$ cat src/rtl/collision_ci_master.sv
`default_nettype none
// ============================================================================
// Module   : collision_ci_master
// Function : Initiator for the collision-search CI unit; loads the message,
//            searches, polls and reads the counter for each target in a range.
//            Optional macro COLLISION_DIGEST_POLL_EN adds an n=4 read per poll.
// Revision : 1.0 - initial release
// ============================================================================
module collision_ci_master #(
  parameter int WORD_SIZE   = 32,
  parameter int TOTAL_WORDS = 16,
  parameter int TARGET_W    = 8,
  parameter int POLL_GAP    = 4
) (
  input  logic                             clk,
  input  logic                             reset,
  input  logic                             go,
  input  logic [WORD_SIZE*TOTAL_WORDS-1:0] msg_in,
  input  logic [TARGET_W-1:0]              first_target,
  input  logic [TARGET_W-1:0]              num_targets,
  output logic                             ci_clk_en,
  output logic                             ci_reset,
  output logic                             ci_start,
  output logic [WORD_SIZE-1:0]             ci_dataa,
  output logic [WORD_SIZE-1:0]             ci_datab,
  output logic [2:0]                       ci_n,
  input  logic                             ci_done,
  input  logic [WORD_SIZE-1:0]             ci_result,
  output logic                             res_valid,
  input  logic                             res_ready,
  output logic [TARGET_W-1:0]              res_target,
  output logic [WORD_SIZE-1:0]             res_counter,
  output logic                             busy,
  output logic                             run_done
`ifdef COLLISION_DIGEST_POLL_EN
  ,
  output logic [WORD_SIZE-1:0]             digests
`endif
);

  localparam int c_MSG_W = WORD_SIZE * TOTAL_WORDS;
  localparam int c_KW    = $clog2(TOTAL_WORDS);
  localparam int c_GW    = $clog2(POLL_GAP + 2);
  localparam logic [c_KW-1:0] c_LAST_K   = c_KW'(TOTAL_WORDS - 2);
  localparam logic [c_GW-1:0] c_GAP_INIT = c_GW'((POLL_GAP > 0) ? POLL_GAP - 1 : 0);

  typedef enum logic [3:0] {
    IDLE, LOAD_ISSUE, LOAD_WAIT, SEARCH_ISSUE, SEARCH_WAIT, GAP,
    DIG_ISSUE, DIG_WAIT, STAT_ISSUE, STAT_WAIT, READ_ISSUE, READ_WAIT,
    REPORT, FIN
  } state_t;

`ifdef COLLISION_DIGEST_POLL_EN
  localparam state_t     c_POLL_STATE = DIG_ISSUE;
  localparam logic [2:0] c_POLL_N     = 3'd4;
`else
  localparam state_t     c_POLL_STATE = STAT_ISSUE;
  localparam logic [2:0] c_POLL_N     = 3'd3;
`endif

  state_t                 r_state;
  logic                   r_ci_reset;
  logic                   r_start;
  logic [WORD_SIZE-1:0]   r_a;
  logic [WORD_SIZE-1:0]   r_b;
  logic [2:0]             r_n;
  logic                   r_valid;
  logic [TARGET_W-1:0]    r_res_tgt;
  logic [WORD_SIZE-1:0]   r_res_cnt;
  logic                   r_busy;
  logic                   r_done;
  logic [c_MSG_W-1:0]     r_msg;
  logic [TARGET_W-1:0]    r_tgt;
  logic [TARGET_W-1:0]    r_rem;
  logic [c_KW-1:0]        r_k;
  logic [c_GW-1:0]        r_gap;
`ifdef COLLISION_DIGEST_POLL_EN
  logic [WORD_SIZE-1:0]   r_digests;
  assign digests = r_digests;
`endif

  // Word 0 sits in the most significant slice of the packed message.
  function automatic logic [WORD_SIZE-1:0] f_word(input logic [c_MSG_W-1:0] msg, input int idx);
    return msg[(TOTAL_WORDS-1-idx)*WORD_SIZE +: WORD_SIZE];
  endfunction

  always_ff @(posedge clk or negedge reset) begin
    if (!reset) begin
      r_state    <= IDLE;
      r_ci_reset <= 1'b1;
      r_start    <= 1'b0;
      r_a        <= '0;
      r_b        <= '0;
      r_n        <= '0;
      r_valid    <= 1'b0;
      r_res_tgt  <= '0;
      r_res_cnt  <= '0;
      r_busy     <= 1'b0;
      r_done     <= 1'b0;
      r_msg      <= '0;
      r_tgt      <= '0;
      r_rem      <= '0;
      r_k        <= '0;
      r_gap      <= '0;
`ifdef COLLISION_DIGEST_POLL_EN
      r_digests  <= '0;
`endif
    end else begin
      r_start <= 1'b0;
      r_done  <= 1'b0;
      case (r_state)
        IDLE: if (go) begin
          r_msg <= msg_in;
          r_tgt <= first_target;
          r_rem <= num_targets;
          if (num_targets == '0) begin
            r_state <= FIN;
            r_done  <= 1'b1;
          end else begin
            r_busy  <= 1'b1;
            r_state <= LOAD_ISSUE; r_start <= 1'b1; r_ci_reset <= 1'b0;
            r_n <= 3'd0; r_a <= f_word(msg_in, 0); r_b <= f_word(msg_in, 1);
            r_k <= '0;
          end
        end
        LOAD_ISSUE: r_state <= LOAD_WAIT;
        LOAD_WAIT: if (ci_done) begin
          if (r_k == c_LAST_K) begin
            r_state <= SEARCH_ISSUE; r_start <= 1'b1; r_ci_reset <= 1'b0;
            r_n <= 3'd1; r_a <= WORD_SIZE'(r_tgt); r_b <= '0;
          end else begin
            r_state <= LOAD_ISSUE; r_start <= 1'b1; r_ci_reset <= 1'b0;
            r_n <= 3'd0; r_a <= f_word(r_msg, int'(r_k) + 2); r_b <= f_word(r_msg, int'(r_k) + 3);
            r_k <= r_k + c_KW'(2);
          end
        end
        SEARCH_ISSUE: r_state <= SEARCH_WAIT;
        SEARCH_WAIT: if (ci_done) begin
          if (POLL_GAP == 0) begin
            r_state <= c_POLL_STATE; r_start <= 1'b1; r_ci_reset <= 1'b0;
            r_n <= c_POLL_N; r_a <= '0; r_b <= '0;
          end else begin
            r_state <= GAP;
            r_gap   <= c_GAP_INIT;
          end
        end
        GAP: begin
          if (r_gap == '0) begin
            r_state <= c_POLL_STATE; r_start <= 1'b1; r_ci_reset <= 1'b0;
            r_n <= c_POLL_N; r_a <= '0; r_b <= '0;
          end else begin
            r_gap <= r_gap - c_GW'(1);
          end
        end
        DIG_ISSUE: r_state <= DIG_WAIT;
        DIG_WAIT: if (ci_done) begin
`ifdef COLLISION_DIGEST_POLL_EN
          r_digests <= ci_result;
`endif
          r_state <= STAT_ISSUE; r_start <= 1'b1; r_ci_reset <= 1'b0;
          r_n <= 3'd3; r_a <= '0; r_b <= '0;
        end
        STAT_ISSUE: r_state <= STAT_WAIT;
        STAT_WAIT: if (ci_done) begin
          if (ci_result == WORD_SIZE'(1)) begin
            r_state <= READ_ISSUE; r_start <= 1'b1; r_ci_reset <= 1'b0;
            r_n <= 3'd2; r_a <= '0; r_b <= '0;
          end else if (POLL_GAP == 0) begin
            r_state <= c_POLL_STATE; r_start <= 1'b1; r_ci_reset <= 1'b0;
            r_n <= c_POLL_N; r_a <= '0; r_b <= '0;
          end else begin
            r_state <= GAP;
            r_gap   <= c_GAP_INIT;
          end
        end
        READ_ISSUE: r_state <= READ_WAIT;
        READ_WAIT: if (ci_done) begin
          r_res_cnt <= ci_result;
          r_res_tgt <= r_tgt;
          r_valid   <= 1'b1;
          r_state   <= REPORT;
        end
        // Message is reloaded for every target since the CI unit may clobber it.
        REPORT: if (res_ready) begin
          r_valid <= 1'b0;
          r_tgt   <= r_tgt + TARGET_W'(1);
          r_rem   <= r_rem - TARGET_W'(1);
          if (r_rem == TARGET_W'(1)) begin
            r_state <= FIN;
            r_done  <= 1'b1;
            r_busy  <= 1'b0;
          end else begin
            r_state <= LOAD_ISSUE; r_start <= 1'b1; r_ci_reset <= 1'b0;
            r_n <= 3'd0; r_a <= f_word(r_msg, 0); r_b <= f_word(r_msg, 1);
            r_k <= '0;
          end
        end
        FIN:     r_state <= IDLE;
        default: r_state <= IDLE;
      endcase
    end
  end

  assign ci_clk_en   = 1'b1;
  assign ci_reset    = r_ci_reset;
  assign ci_start    = r_start;
  assign ci_dataa    = r_a;
  assign ci_datab    = r_b;
  assign ci_n        = r_n;
  assign res_valid   = r_valid;
  assign res_target  = r_res_tgt;
  assign res_counter = r_res_cnt;
  assign busy        = r_busy;
  assign run_done    = r_done;

endmodule
`default_nettype wire

$ cat config.mk
export PLATFORM = sky130hd
export DESIGN_NAME = collision_ci_master
export DESIGN_NICKNAME = d
export VERILOG_FILES = /design/src/rtl/collision_ci_master.sv
export SDC_FILE = /design/constraint.sdc
export NUM_CORES = 2
export LEC_CHECK = 0
export CORE_AREA = 5 5 257 259
export DETAILED_ROUTE_END_ITERATION = 6
export DIE_AREA = 0 0 262 264
export DONT_BUFFER_PORTS = 1
export GPL_ROUTABILITY_DRIVEN = 0
export PLACE_DENSITY = 0.65
export SLEW_MARGIN = 30
export SYNTH_ARGS = -nofsm -noshare
export SYNTH_HDL_FRONTEND = slang
export SYNTH_SLANG_ARGS = --single-unit
$ cat constraint.sdc
create_clock -name clk -period 3.7 [get_ports clk]
set_input_delay 0.74 -clock clk [delete_from_list [all_inputs] [get_ports clk]]
set_output_delay 0.74 -clock clk [all_outputs]
set_load 0.03 [all_outputs]
==> impl_metrics.json <==
{
  "final_core_util": 0.5206,
  "ys_seq_area_frac": 0.5456,
  "fin_crit_sh": 0.7822,
  "antenna_found_initial": 12,
  "yosysWarnings": 0,
  "fill_cells": 5665,
  "start_util": 0.4677,
  "synth_common_cells": "1,593 x nand2_1, 648 x dfrtp_1, 163 x clkbuf_1",
  "num_vias": 22240,
  "routed_wl_mm": 90.61,
  "synth_top_area_cell": "dfrtp_1",
  "yosysTopAreaCellShare": 0.5447,
  "area_growth_pct": 11.31,
  "synth_enable_flop_cells": 0,
  "fmax_mhz": 345.5,
  "post_cts_buffers": 0,
  "tns_ns": 0,
  "cp_max_fo": 39,
  "run_status": "completed",
  "clock_path_buffers": 3,
  "peakVddDrop_v": 0.0006663,
  "p_leak_nw": 16.32,
  "worst_slew_pin_slew_ns": 1.096,
  "grt_pass1_wl_mm": 136.9,
  "grtUsageTotal": 0.2535,
  "rows": 93,
  "cts.reportedPaths.clkPinSlew_ns": 0.06,
  "arrival_ns": 3.37,
  "final_nets": 3555,
  "maxCapViolCount": 0,
  "syn_nets": 3640,
  "grt_overflow": 0,
  "wl_per_cell_um": 23.23,
  "clock_latency_ns": 0.62,
  "cts_buffers": 71,
  "crit_required_ns": 4.18,
  "port_buffers": 0,
  "end_kind": "flop",
  "die_h_um": 264,
  "grt_max_degree": 650,
  "cts_resized": 0,
  "htreeDepth": 3,
  "dominantRegCellSynth": "dfrtp_1",
  "hold_class": "primary input to async pin",
  "detail-route-antenna-nets": 0,
  "synth_cell_types": 60,
  "period_needed_ns": 2.894,
  "drc_errors": 0,
  "hold_viol": 0,
  "setup_violations": 0,
  "r2r_slack_ns": 0.81,
  "die_x_um": 262,
  "final_max_slew_viol_count": 0,
  "clock_sinks": 649,
  "relSlewSlack": 0.2696,
  "critPathKind": "flop to flop",
  "drt_iter0_drc": 2387,
  "synth_most_common_cell": "nand2_1",
  "rsz0062_at_grt": "no",
  "async_flop_share": 1.000,
  "hpwl_mm": 62.49,
  "start_kind": "flop",
  "root_buffer": "clkbuf_16",
  "cts_tree": "yes",
  "ios": 678,
  "netlist_area_um2": 29770,
  "power.density_nw_per_um2": 989.9,
  "drtPass1Iterations": 7,
  "synthTopCellsByArea": "dfrtp_1 54%, nand2_1 20%, mux4_2 9.7%",
  "ys_ff_latch": 649,
  "drive_gt1_frac": 0.1343,
  "first_global_vias": 22680,
  "core_um2": 63650,
  "vias_per_cell": 5.701,
  "pre_cts_ws_ns": 0.6770,
  "syn_inst": 3066,
  "dieArea_um2": 69170,
  "worst_slack_ns": 0.8058,
  "synth.avg_cell_area_um2": 9.709,
  "finalClockSkew_ns": 0.03094
}
-- flip-flops by register name, summed over array words and instances (netlist names), 4 cells and up --
name         flops
ci_dataa        32
res_counter     32
r_rem            8
r_state          4
r_tgt            8
res_target       8
ci_datab        32
r_msg          512
-- worst max-delay path: stages, from the launching register on --
cell and delay, ns:
dfrtp_1 0.86, and3b_1 0.44, nand2_1 0.13, nor3_1 0.40, a21o_4 0.23, buf_12 0.25
mux2_2 0.38
-- placed cells by master (no fill, tap or decap), types with 3 or more instances in the layout --
cell / instances
dfrtp_1: 647
o21ai_0: 55
a21oi_1: 27
clkbuf_16: 73
ha_1: 7
a22oi_1: 57
and3b_1: 3
nor2_1: 16
nor2b_1: 3
nand3b_1: 3
nor4_1: 13
mux2_2: 89
buf_12: 11
mux2_4: 16
a211o_1: 3
o211ai_1: 36
nand2b_1: 6
mux4_2: 128
buf_4: 26
nand3_1: 16
clkinv_2: 16
a31oi_1: 3
nand2_1: 1593
clkinvlp_4: 4
buf_16: 5
clkbuf_1: 13
mux2i_1: 34
nor3_1: 6
inv_1: 43
o22ai_1: 3
diode_2: 9
a222oi_1: 8
clkbuf_8: 9
bufinv_16: 7
-- where the power goes --
group | switching (W) | total (W) | internal, W
clock | 0.00302 | 0.00735 | 0.00433
combinational | 0.00632 | 0.0116 | 0.00531
sequential | 0.00349 | 0.0138 | 0.0103
total | 0.0128 | 0.0328 | 0.0200
-- per-stage QoR --
stage	power, W	std cells	hold WS (ns)	cell area [µm²]
after floorplan	0.02179	3066	0.4403	29770
after global placement	0.02479	3757	0.4526	30540
after detailed placement	0.02532	3757	0.4568	30540
after CTS	0.03278	3886	-0.2072	32960
after global routing	0.03479	3900	0.1269	33130
final	0.03280	3901	0.04428	33140
-- final timing paths --
check	start	endpoint	cells after the start
max in group asynchronous	reset	r_msg[150]	2
min in group clk	msg_in[233]	r_msg[233]	2
worst max-delay path	r_state[3]	ci_datab[3]	6
worst max register to register	r_state[3]	ci_datab[3]	6
worst min register to register	r_msg[186]	r_msg[186]	2
worst min-delay path	reset	r_rem[6]	1
-- cells by family after synthesis --
logic type | count (synthesis) | synth area share
muxes | 267 | 0.1500
and+or+nand+nor | 1678 | 0.2181
adders and majority gates | 9 | 0.003783
buffers and inverters | 245 | 0.03278
AOI/OAI and AO/OA | 213 | 0.04855
xor gates and xnor gates | 3 | 0.0008828
other | 2 | 0.0002523
DFF | 649 | 0.5456
-- routing by layer --
layer,share of wire,vias up,GRT usage,routed length (µm)
met4,0.037,4,0.09877,3321
met2,0.48,976,0.4064,43810
met3,0.092,186,0.06662,8373
met5,0.00030,-,0,27
li1,-,9902,-,-
met1,0.39,11170,0.3327,35080
-- final cells by class --
cell class	instances	area, µm²	share of cell area
diodes	9	22.52	0.0006797
clock inverters	34	419.2	0.01265
inverters	44	165.2	0.004984
clock buffers	95	1999	0.06034
multi-input cells	2172	12650	0.3818
flip-flops and latches	649	16250	0.4903
repair buffers	43	563.0	0.01699
well taps	855	1070	0.03228
No activity file was read; power rests on OpenSTA's default activity.
